[config.mk]
export PLATFORM = sky130hd
export DESIGN_NAME = debug_controller_flat
export DESIGN_NICKNAME = d
export VERILOG_FILES = /design/src/rtl/debug_controller_if.sv /design/src/rtl/debug_controller.sv /design/src/flat_wrapper.sv
export SDC_FILE = /design/constraint.sdc
export NUM_CORES = 2
export LEC_CHECK = 0
export CAP_MARGIN = 20
export CORE_AREA = 2 2 454 456
export DETAILED_ROUTE_END_ITERATION = 8
export DIE_AREA = 0 0 456 458
export PLACE_DENSITY = 0.51
export REMOVE_ABC_BUFFERS = 1
export SLEW_MARGIN = 30
export SYNTH_ARGS = -nofsm -noshare
export SYNTH_HDL_FRONTEND = slang
export SYNTH_SLANG_ARGS = --single-unit
[constraint.sdc]
create_clock -name clk -period 2.9 [get_ports clk]
set_clock_uncertainty 0.15 [all_clocks]
set_input_delay 0.725 -clock clk [delete_from_list [all_inputs] [get_ports clk]]
set_output_delay 0.725 -clock clk [all_outputs]
set_load 0.01 [all_outputs]
[src/rtl/debug_controller_if.sv]
// Bundles the UART byte stream, datapath debug ports and memory debug ports of debug_controller.
// The controller uses modport master; the UART/datapath side uses modport slave.
interface debug_controller_if #(
  parameter int UART_BITS        = 8,
  parameter int PC_BITS          = 32,
  parameter int INSTRUCTION_BITS = 32,
  parameter int PROC_BITS        = 32,
  parameter int DATA_ADDRS_BITS  = 5,
  parameter int SNAP_BITS        = 1024
);
  logic                        i_rx_done;
  logic [UART_BITS-1:0]        i_rx_data;
  logic                        i_tx_done;
  logic                        o_tx_start;
  logic [UART_BITS-1:0]        o_tx_data;
  logic                        i_halt;
  logic [SNAP_BITS-1:0]        i_snapshot;
  logic [PROC_BITS-1:0]        i_mem_data;
  logic                        o_enable;
  logic                        o_write_inst_mem;
  logic [PC_BITS-1:0]          o_inst_mem_addr;
  logic [INSTRUCTION_BITS-1:0] o_inst_mem_data;
  logic                        o_debug_read_data;
  logic [DATA_ADDRS_BITS-1:0]  o_debug_read_address;
  logic                        o_busy;

  modport master (
    input  i_rx_done, i_rx_data, i_tx_done, i_halt, i_snapshot, i_mem_data,
    output o_tx_start, o_tx_data, o_enable, o_write_inst_mem, o_inst_mem_addr,
           o_inst_mem_data, o_debug_read_data, o_debug_read_address, o_busy
  );

  modport slave (
    output i_rx_done, i_rx_data, i_tx_done, i_halt, i_snapshot, i_mem_data,
    input  o_tx_start, o_tx_data, o_enable, o_write_inst_mem, o_inst_mem_addr,
           o_inst_mem_data, o_debug_read_data, o_debug_read_address, o_busy
  );
endinterface

[src/rtl/debug_controller.sv]
// UART-driven debug controller: instruction load, run/step control, cycle counter + snapshot dump.
// Define DBG_MEM_DUMP_EN to append a full data memory dump after the snapshot bytes.
module debug_controller #(
  parameter int UART_BITS        = 8,
  parameter int PC_BITS          = 32,
  parameter int INSTRUCTION_BITS = 32,
  parameter int PROC_BITS        = 32,
  parameter int DATA_ADDRS_BITS  = 5,
  parameter int SNAP_BITS        = 1024,
  parameter int CYCLE_BITS       = 32
) (
  input logic clk,
  input logic rst,
  debug_controller_if.master bus
);
  localparam int IB        = INSTRUCTION_BITS / 8;
  localparam int BI_W      = $clog2(IB + 1);
  localparam int DUMP_W    = CYCLE_BITS + SNAP_BITS;
  localparam int HDR_BYTES = DUMP_W / 8;
  localparam int DL_W      = 16;

  typedef enum logic [3:0] {
    IDLE, LOAD_CNT, LOAD_DATA, SEND_ACK, RUN, STEP, DUMP_LATCH, DUMP_TX,
    MEM_REQ, MEM_WAIT, MEM_SAMPLE, MEM_TX
  } state_t;

  state_t                      state;
  logic                        enable_q;
  logic                        en;
  logic [CYCLE_BITS-1:0]       cycle_cnt;
  logic                        tx_busy;
  logic                        tx_start_q;
  logic [UART_BITS-1:0]        tx_data_q;
  logic                        write_q;
  logic [PC_BITS-1:0]          inst_addr_q;
  logic [INSTRUCTION_BITS-1:0] word_q;
  logic [BI_W-1:0]             byte_idx;
  logic [7:0]                  inst_idx;
  logic [7:0]                  inst_total;
  logic [7:0]                  ack_q;
  logic [DUMP_W-1:0]           dump_q;
  logic [DL_W-1:0]             dump_left;
`ifdef DBG_MEM_DUMP_EN
  localparam int WB = PROC_BITS / 8;
  logic                       read_q;
  logic [DATA_ADDRS_BITS-1:0] read_addr_q;
`endif

  // Halt gates the enable in the same cycle; STEP deliberately ignores halt.
  assign en = rst & enable_q & ~(bus.i_halt & (state == RUN));

  always_ff @(posedge clk) begin
    if (!rst) begin
      state       <= IDLE;
      enable_q    <= 1'b0;
      cycle_cnt   <= '0;
      tx_busy     <= 1'b0;
      tx_start_q  <= 1'b0;
      tx_data_q   <= '0;
      write_q     <= 1'b0;
      inst_addr_q <= '0;
      word_q      <= '0;
      byte_idx    <= '0;
      inst_idx    <= '0;
      inst_total  <= '0;
      ack_q       <= '0;
      dump_q      <= '0;
      dump_left   <= '0;
`ifdef DBG_MEM_DUMP_EN
      read_q      <= 1'b0;
      read_addr_q <= '0;
`endif
    end else begin
      tx_start_q <= 1'b0;
      write_q    <= 1'b0;
`ifdef DBG_MEM_DUMP_EN
      read_q     <= 1'b0;
`endif
      if (bus.i_tx_done)
        tx_busy <= 1'b0;
      if (en && cycle_cnt != '1)
        cycle_cnt <= cycle_cnt + 1'b1;

      case (state)
        IDLE: begin
          if (bus.i_rx_done) begin
            case (bus.i_rx_data)
              8'h01: state <= LOAD_CNT;
              8'h02: begin
                cycle_cnt <= '0;
                enable_q  <= 1'b1;
                state     <= RUN;
              end
              8'h03: begin
                cycle_cnt <= '0;
                enable_q  <= 1'b1;
                state     <= STEP;
              end
              8'h04: begin
                cycle_cnt <= '0;
                state     <= DUMP_LATCH;
              end
              default: state <= IDLE;
            endcase
          end
        end
        LOAD_CNT: begin
          if (bus.i_rx_done) begin
            if (bus.i_rx_data == 8'h00) begin
              ack_q <= 8'h00;
              state <= SEND_ACK;
            end else begin
              inst_total <= bus.i_rx_data;
              inst_idx   <= '0;
              byte_idx   <= '0;
              state      <= LOAD_DATA;
            end
          end
        end
        // Bytes arrive LSB-first, so each one enters at the top of the word.
        LOAD_DATA: begin
          if (bus.i_rx_done) begin
            word_q <= {bus.i_rx_data, word_q[INSTRUCTION_BITS-1:8]};
            if (byte_idx == BI_W'(IB - 1)) begin
              byte_idx    <= '0;
              write_q     <= 1'b1;
              inst_addr_q <= PC_BITS'(inst_idx);
              inst_idx    <= inst_idx + 8'd1;
              if (inst_idx + 8'd1 == inst_total) begin
                ack_q <= inst_total;
                state <= SEND_ACK;
              end
            end else begin
              byte_idx <= byte_idx + 1'b1;
            end
          end
        end
        SEND_ACK: begin
          if (!tx_busy) begin
            tx_start_q <= 1'b1;
            tx_data_q  <= ack_q;
            tx_busy    <= 1'b1;
            state      <= IDLE;
          end
        end
        RUN: begin
          if (bus.i_halt) begin
            enable_q <= 1'b0;
            state    <= DUMP_LATCH;
          end
        end
        STEP: begin
          enable_q <= 1'b0;
          state    <= DUMP_LATCH;
        end
        DUMP_LATCH: begin
          dump_q    <= {bus.i_snapshot, cycle_cnt};
          dump_left <= DL_W'(HDR_BYTES);
          state     <= DUMP_TX;
        end
        DUMP_TX: begin
          if (!tx_busy) begin
            tx_start_q <= 1'b1;
            tx_data_q  <= dump_q[7:0];
            tx_busy    <= 1'b1;
            dump_q     <= dump_q >> 8;
            dump_left  <= dump_left - 1'b1;
            if (dump_left == DL_W'(1)) begin
`ifdef DBG_MEM_DUMP_EN
              read_addr_q <= '0;
              state       <= MEM_REQ;
`else
              state       <= IDLE;
`endif
            end
          end
        end
`ifdef DBG_MEM_DUMP_EN
        // Read strobe is high during MEM_WAIT; memory answers one cycle later.
        MEM_REQ: begin
          read_q <= 1'b1;
          state  <= MEM_WAIT;
        end
        MEM_WAIT: state <= MEM_SAMPLE;
        MEM_SAMPLE: begin
          dump_q[PROC_BITS-1:0] <= bus.i_mem_data;
          dump_left             <= DL_W'(WB);
          state                 <= MEM_TX;
        end
        MEM_TX: begin
          if (!tx_busy) begin
            tx_start_q <= 1'b1;
            tx_data_q  <= dump_q[7:0];
            tx_busy    <= 1'b1;
            dump_q     <= dump_q >> 8;
            dump_left  <= dump_left - 1'b1;
            if (dump_left == DL_W'(1)) begin
              read_addr_q <= read_addr_q + 1'b1;
              state       <= (read_addr_q == '1) ? IDLE : MEM_REQ;
            end
          end
        end
`endif
        default: state <= IDLE;
      endcase
    end
  end

  assign bus.o_tx_start       = tx_start_q;
  assign bus.o_tx_data        = tx_data_q;
  assign bus.o_enable         = en;
  assign bus.o_write_inst_mem = write_q;
  assign bus.o_inst_mem_addr  = inst_addr_q;
  assign bus.o_inst_mem_data  = word_q;
  assign bus.o_busy           = (state != IDLE);

`ifdef DBG_MEM_DUMP_EN
  assign bus.o_debug_read_data    = read_q;
  assign bus.o_debug_read_address = read_addr_q;
`else
  logic [PROC_BITS-1:0] unused_mem;
  assign unused_mem               = bus.i_mem_data;
  assign bus.o_debug_read_data    = 1'b0;
  assign bus.o_debug_read_address = {DATA_ADDRS_BITS{1'b0}};
`endif
endmodule

[src/flat_wrapper.sv]
// flat-port wrapper written by rule: the top's interface ports become plain ports
module debug_controller_flat 
#(
  parameter int UART_BITS        = 8,
  parameter int PC_BITS          = 32,
  parameter int INSTRUCTION_BITS = 32,
  parameter int PROC_BITS        = 32,
  parameter int DATA_ADDRS_BITS  = 5,
  parameter int SNAP_BITS        = 1024,
  parameter int CYCLE_BITS       = 32
)
  (clk, rst, bus_i_rx_done, bus_i_rx_data, bus_i_tx_done, bus_i_halt, bus_i_snapshot, bus_i_mem_data, bus_o_tx_start, bus_o_tx_data, bus_o_enable, bus_o_write_inst_mem, bus_o_inst_mem_addr, bus_o_inst_mem_data, bus_o_debug_read_data, bus_o_debug_read_address, bus_o_busy);
  debug_controller_if #(.UART_BITS(UART_BITS), .PC_BITS(PC_BITS), .INSTRUCTION_BITS(INSTRUCTION_BITS), .PROC_BITS(PROC_BITS), .DATA_ADDRS_BITS(DATA_ADDRS_BITS), .SNAP_BITS(SNAP_BITS)) bus_i ();
  input logic clk;
  input logic rst;
  input wire logic [$bits(bus_i.i_rx_done)-1:0] bus_i_rx_done;
  input wire logic [$bits(bus_i.i_rx_data)-1:0] bus_i_rx_data;
  input wire logic [$bits(bus_i.i_tx_done)-1:0] bus_i_tx_done;
  input wire logic [$bits(bus_i.i_halt)-1:0] bus_i_halt;
  input wire logic [$bits(bus_i.i_snapshot)-1:0] bus_i_snapshot;
  input wire logic [$bits(bus_i.i_mem_data)-1:0] bus_i_mem_data;
  output wire logic [$bits(bus_i.o_tx_start)-1:0] bus_o_tx_start;
  output wire logic [$bits(bus_i.o_tx_data)-1:0] bus_o_tx_data;
  output wire logic [$bits(bus_i.o_enable)-1:0] bus_o_enable;
  output wire logic [$bits(bus_i.o_write_inst_mem)-1:0] bus_o_write_inst_mem;
  output wire logic [$bits(bus_i.o_inst_mem_addr)-1:0] bus_o_inst_mem_addr;
  output wire logic [$bits(bus_i.o_inst_mem_data)-1:0] bus_o_inst_mem_data;
  output wire logic [$bits(bus_i.o_debug_read_data)-1:0] bus_o_debug_read_data;
  output wire logic [$bits(bus_i.o_debug_read_address)-1:0] bus_o_debug_read_address;
  output wire logic [$bits(bus_i.o_busy)-1:0] bus_o_busy;
  assign bus_i.i_rx_done = bus_i_rx_done;
  assign bus_i.i_rx_data = bus_i_rx_data;
  assign bus_i.i_tx_done = bus_i_tx_done;
  assign bus_i.i_halt = bus_i_halt;
  assign bus_i.i_snapshot = bus_i_snapshot;
  assign bus_i.i_mem_data = bus_i_mem_data;
  assign bus_o_tx_start = bus_i.o_tx_start;
  assign bus_o_tx_data = bus_i.o_tx_data;
  assign bus_o_enable = bus_i.o_enable;
  assign bus_o_write_inst_mem = bus_i.o_write_inst_mem;
  assign bus_o_inst_mem_addr = bus_i.o_inst_mem_addr;
  assign bus_o_inst_mem_data = bus_i.o_inst_mem_data;
  assign bus_o_debug_read_data = bus_i.o_debug_read_data;
  assign bus_o_debug_read_address = bus_i.o_debug_read_address;
  assign bus_o_busy = bus_i.o_busy;
  debug_controller #(.UART_BITS(UART_BITS), .PC_BITS(PC_BITS), .INSTRUCTION_BITS(INSTRUCTION_BITS), .PROC_BITS(PROC_BITS), .DATA_ADDRS_BITS(DATA_ADDRS_BITS), .SNAP_BITS(SNAP_BITS), .CYCLE_BITS(CYCLE_BITS)) u_core (.clk(clk), .rst(rst), .bus(bus_i));
endmodule
After elaboration in Yosys (flattened, before gate mapping)
Cells that the tools add are included.
W data, S select, Z words.
{"block": "classes", "n_reduce_logical": 23, "n_eq_ne": 27, "n_addsub": 4, "n_bitwise": 5, "n_mux": 48}
{"op": "$pmux W1056 S2", "n": 1}
{"op": "$mux W1056", "n": 1}
{"op": "$mux W32", "n": 4}
{"op": "$mux W8", "n": 11}
{"op": "$pmux W8 S2", "n": 3}
{"op": "$mux W4", "n": 9}
{"op": "$add A32 B1 Y32 const B", "n": 1}
{"op": "$ne A32 B32 Y1 const B", "n": 1}
{"op": "$pmux W16 S2", "n": 1}
{"op": "$pmux W4 S8", "n": 1}
{"op": "$eq A16 B1 Y1 const B", "n": 1}
{"op": "$eq A4 B3 Y1 const B", "n": 4}
{"op": "$eq A8 B2 Y1 const B", "n": 2}
{"op": "$mux W16", "n": 1}
{"op": "$ne A2 B2 Y1 const B", "n": 8}
{"op": "$sub A16 B1 Y16 const B", "n": 1}
{"op": "$mux W3", "n": 4}
{"op": "$pmux W3 S4", "n": 1}
{"op": "$reduce_and A3 Y1", "n": 4}
{"op": "$mux W1", "n": 9}
{"op": "$reduce_and A9 Y1", "n": 1}
{"op": "$add A8 B1 Y8 const B", "n": 1}
{"op": "$eq A4 B2 Y1 const B", "n": 2}
{"op": "$eq A8 B1 Y1 const B", "n": 1}
{"op": "22 further kinds", "n": 34}
{"block": "word_totals", "inputBits": 1069, "register_bits": 1187, "elab_cells": 122}

Longest topological paths before layout
{"block": "logic_depth", "depth_word": 9, "mapped_depth": 9}

Worst setup path after synthesis
Ideal clock, no wire load.
{"block": "synth_timing", "kind": "input port to flip-flop", "startpoint": "in bus_i_rx_data[7]", "endpoint": "reg u_core.ack_q[0]", "n_path_buf": 0, "t_arrival_ns": 2.317, "path_slack_ns": 0.316, "setup_ns": 0.117, "path_stages": 6, "cell_sequence": "nor3_1 -> and3_1 -> a31oi_1 -> or3_2 -> o31a_1 -> a22o_1"}
{"block": "synth_via", "elab_chain_cells": 3}
{"item": "start: declaration", "line": "flat_wrapper.sv:17", "text": "input wire logic [$bits(bus_i.i_rx_data)-1:0] bus_i_rx_data;"}
{"item": "$logic_not A8 Y1", "line": "debug_controller.sv:109", "text": "if (bus.i_rx_data == 8'h00) begin"}
{"item": "$ne A2 B1 Y1 (no source line)"}
{"item": "$reduce_and A6 Y1 (no source line)"}
{"item": "end signal: assignment", "line": "debug_controller.sv:130", "text": "ack_q <= inst_total;"}
{"item": "end: declaration", "line": "debug_controller.sv:40", "text": "logic [7:0] ack_q;"}
No other way between the ends.
A chain may end at the register's enable or synchronous reset.

Final worst setup path
{"block": "layout_timing", "startpoint": "reg u_core.state[2]", "endpoint": "out bus_o_busy"}
{"block": "layout_via", "elab_chain_cells": 1}
{"item": "start: declaration", "line": "debug_controller.sv:27", "text": "state_t state;"}
{"item": "start signal: assignment", "line": "debug_controller.sv:54", "text": "state <= IDLE;"}
{"item": "start signal: assignment", "line": "debug_controller.sv:88", "text": "8'h01: state <= LOAD_CNT;"}
{"item": "start signal: assignment", "line": "debug_controller.sv:92", "text": "state <= RUN;"}
{"item": "$reduce_bool A4 Y1", "line": "debug_controller.sv:215", "text": "assign bus.o_busy = (state != IDLE);"}
{"item": "end: declaration", "line": "flat_wrapper.sv:30", "text": "output wire logic [$bits(bus_i.o_busy)-1:0] bus_o_busy;"}
No other way between the ends.

==> impl_metrics.env <==
export IMPL_status="complete, no violations"
export IMPL_postLayoutCoreUtil_pct=34.4
export IMPL_min_period_ps=2760
export IMPL_seqCellArea_um2=23700
export IMPL_clk_pin_slew_ps=60
export IMPL_final_fill_count=21400
export IMPL_fin_total_pwr_w=0.0371
export IMPL_antenna_found_initial=38
export IMPL_synth_cell_types=68
export IMPL_cts_root_buf="clkbuf_16"
export IMPL_wl_met1_um=83500
export IMPL_cts_htree_levels=4
export IMPL_coreArea_um2=204000
export IMPL_hold_violations=0
export IMPL_rr_worst_depth=7
export IMPL_peakVddDrop_uv=569
export IMPL_power_leakage_nw=25.6
export IMPL_synth_seq_cells=1186
export IMPL_rows=166
export IMPL_end_kind="output port"
export IMPL_final_common_cell="nand2_1"
export IMPL_drv_slew=0
export IMPL_syn_area_um2=51000
export IMPL_first_iter_violations=3624
export IMPL_fp_dieH_um=458
export IMPL_finalCritPeriodShare_pct=95.2
export IMPL_highest_layer="met5"
export IMPL_powerDensity_nw_per_um2=530
export IMPL_setup_viol=0
export IMPL_relSlewSlack_pct=34.4
export IMPL_vias_per_cell=4.86
export IMPL_ios=1151
export IMPL_max_freq_mhz=362
export IMPL_drtAntennaViolNets=0
export IMPL_min_path_cells=2
export IMPL_firstDrtPassIters=7
export IMPL_synth_seq_area_share_pct=46.6
export IMPL_cts_tree="yes"
export IMPL_grt_pass1_wl_um=295000
export IMPL_rsz0062_at_grt="false"
export IMPL_post_place_ws_ps=-563
export IMPL_wl_met2_um=99900
export IMPL_hp_class="reg -> reg"
export IMPL_cp_max_fo=11
export IMPL_synthArstFlopShare_pct=0
export IMPL_syn_area_per_cell_um2=7.75
export IMPL_synth_flop_cell="dfxtp_1"
export IMPL_netlist_instances=6576
export IMPL_numPortBuffers=1088
export IMPL_start_util_pct=25.0
export IMPL_cap_violations=0
export IMPL_finalNetCount=8483
export IMPL_grt_max_degree=174
export IMPL_place_hpwl_um=146000
export IMPL_multi_input_area_um2=24700
export IMPL_cp_data_arrival_time_ps=1890
export IMPL_synth_area_leader_cell="dfxtp_1"
export IMPL_drc_errors=0
export IMPL_grt_total_usage_pct=18.2
export IMPL_via_count=49800
export IMPL_synth_edff_count=0
export IMPL_crit_type="reg -> out"
export IMPL_cts_hold_fix_buffers=0
export IMPL_setup_tns_ps=0
export IMPL_synth_top_area_share_pct=46.6
export IMPL_clockBufferDepth=3
export IMPL_critPathLaunchType="flop"
export IMPL_drt_wl_total_um=198000
export IMPL_grt_overflow=0
export IMPL_grt_pass1_vias=47400
export IMPL_routabilityCongestion=0.886
export IMPL_dieArea_um2=209000
export IMPL_synthTopCellsByArea="dfxtp_1 (47%), nand2_1 (17%), a311oi_1 (16%)"
export IMPL_final_cell_mix="nand2_1 (2,241), dfxtp_1 (1,183), clkdlybuf4s50_1 (1,084)"
export IMPL_fin_ws_ps=139
export IMPL_cp_required_ps=2030
export IMPL_wl_per_cell_um=19.4
export IMPL_cts_buffers_inserted=145
export IMPL_clock_latency_ps=800
export IMPL_tightest_slew_ps=984
export IMPL_wl_met3_um=9130
export IMPL_cts_sinks=1186
export IMPL_area_growth_pct=37.4
export IMPL_yosys_warnings=0
export IMPL_fp_dieW_um=456
export IMPL_drive_gt1_share_pct=6.25
-- area by class of cell --
type                            count  share of cell area [%]
Antenna cell                       35                   0.125
Sequential cell                  1186                    33.9
Timing Repair Buffer             1305                    19.0
Clock inverter                     43                   0.784
Clock buffer                      211                    6.05
Tap cell                         2688                    4.80
Inverter                           11                  0.0697
Multi-Input combinational cell   4760                    35.3
-- layer usage --
layer | up-vias | track usage (%)
met2 | 1255 | 31.4
met5 | - | 0
li1 | 24500 | -
met4 | 6 | 7.10
met1 | 23800 | 22.4
met3 | 244 | 3.17
-- Yosys cell counts (17+ instances only) --
master,instances
nor2_1,987
clkbuf_1,526
xor2_1,26
a311oi_1,926
nand3_1,150
nand2_1,2241
xnor2_1,25
o211a_1,135
dfxtp_1,1186
buf_4,32
nor2b_1,20
a21oi_1,17
a21boi_0,41
buf_1,18
nor3_1,19
buf_2,72
-- power by group --
part	total, W	internal, W	switching (W)
Combinational	0.00250	0.00146	0.00105
Clock	0.0183	0.0107	0.00757
Sequential	0.0163	0.0163	0.00000231
-- what timing repair did --
action / CTS / global route
gates resized for setup: 8 / 7
pin swaps: 2 / 2
gates cloned: 0 / 0
endpoints found under the setup margin: 2 / 2
buffers inserted: 1 / 1
-- kinds of logic (layout without fill, tap and decap cells) --
logic type	count (synthesis)	in the layout	share of synthesized area [%]
AO/OA/AOI/OAI	1177	1177	20.2
XOR/XNOR	51	51	0.876
adder cells (fa/ha/maj)	5	5	0.123
buffers and inverters	659	1570	5.26
flip-flops	1186	1186	46.6
multiplexers	11	11	0.216
other	1	65	0.00736
AND/OR/NAND/NOR	3486	3486	26.7
-- worst paths after layout --
kind / start / endpoint / slack, ps
max: u_core.state[2]$_SDFFE_PN0P_ / bus_o_busy / 140
min: u_core.dump_q[358]$_SDFFE_PN0P_ / u_core.dump_q[350]$_SDFFE_PN0P_ / 290
max reg2reg: u_core.state[2]$_SDFFE_PN0P_ / u_core.dump_q[510]$_SDFFE_PN0P_ / 350
min reg2reg: u_core.dump_q[358]$_SDFFE_PN0P_ / u_core.dump_q[350]$_SDFFE_PN0P_ / 290
-- per-stage QoR --
stage / cells / hold slack, ps / cell area [um2]
2_1_floorplan: 5957 / 284 / 48400
3_3_place_gp: 9948 / 296 / 65100
3_5_place_dp: 9948 / 301 / 65100
4_1_cts: 10200 / 245 / 69900
5_1_grt: 10200 / 291 / 70000
6_report: 10200 / 292 / 70000
-- sequential cells by signal, summed over array words and instances (netlist names) --
name and count:
u_core.cycle_cnt 32, u_core.byte_idx 3, u_core.ack_q 8, u_core.bus.o_tx_start 1
u_core.dump_left 16, u_core.bus.o_tx_data 8, u_core.bus.o_inst_mem_data 32, u_core.enable_q 1
u_core.bus.o_write_inst_mem 1, u_core.tx_busy 1, u_core.bus.o_inst_mem_addr 8, u_core.dump_q 1056
u_core.state 3, u_core.inst_idx 8, u_core.inst_total 8
-- worst max-delay path, cell delays in order, from the launching register on --
cell	delay, ps
dfxtp_1	330
buf_4	190
nor3_4	240
inv_1	60
dlygate4sd2_1	280
Note: power is estimated with default switching activity, not from simulation.
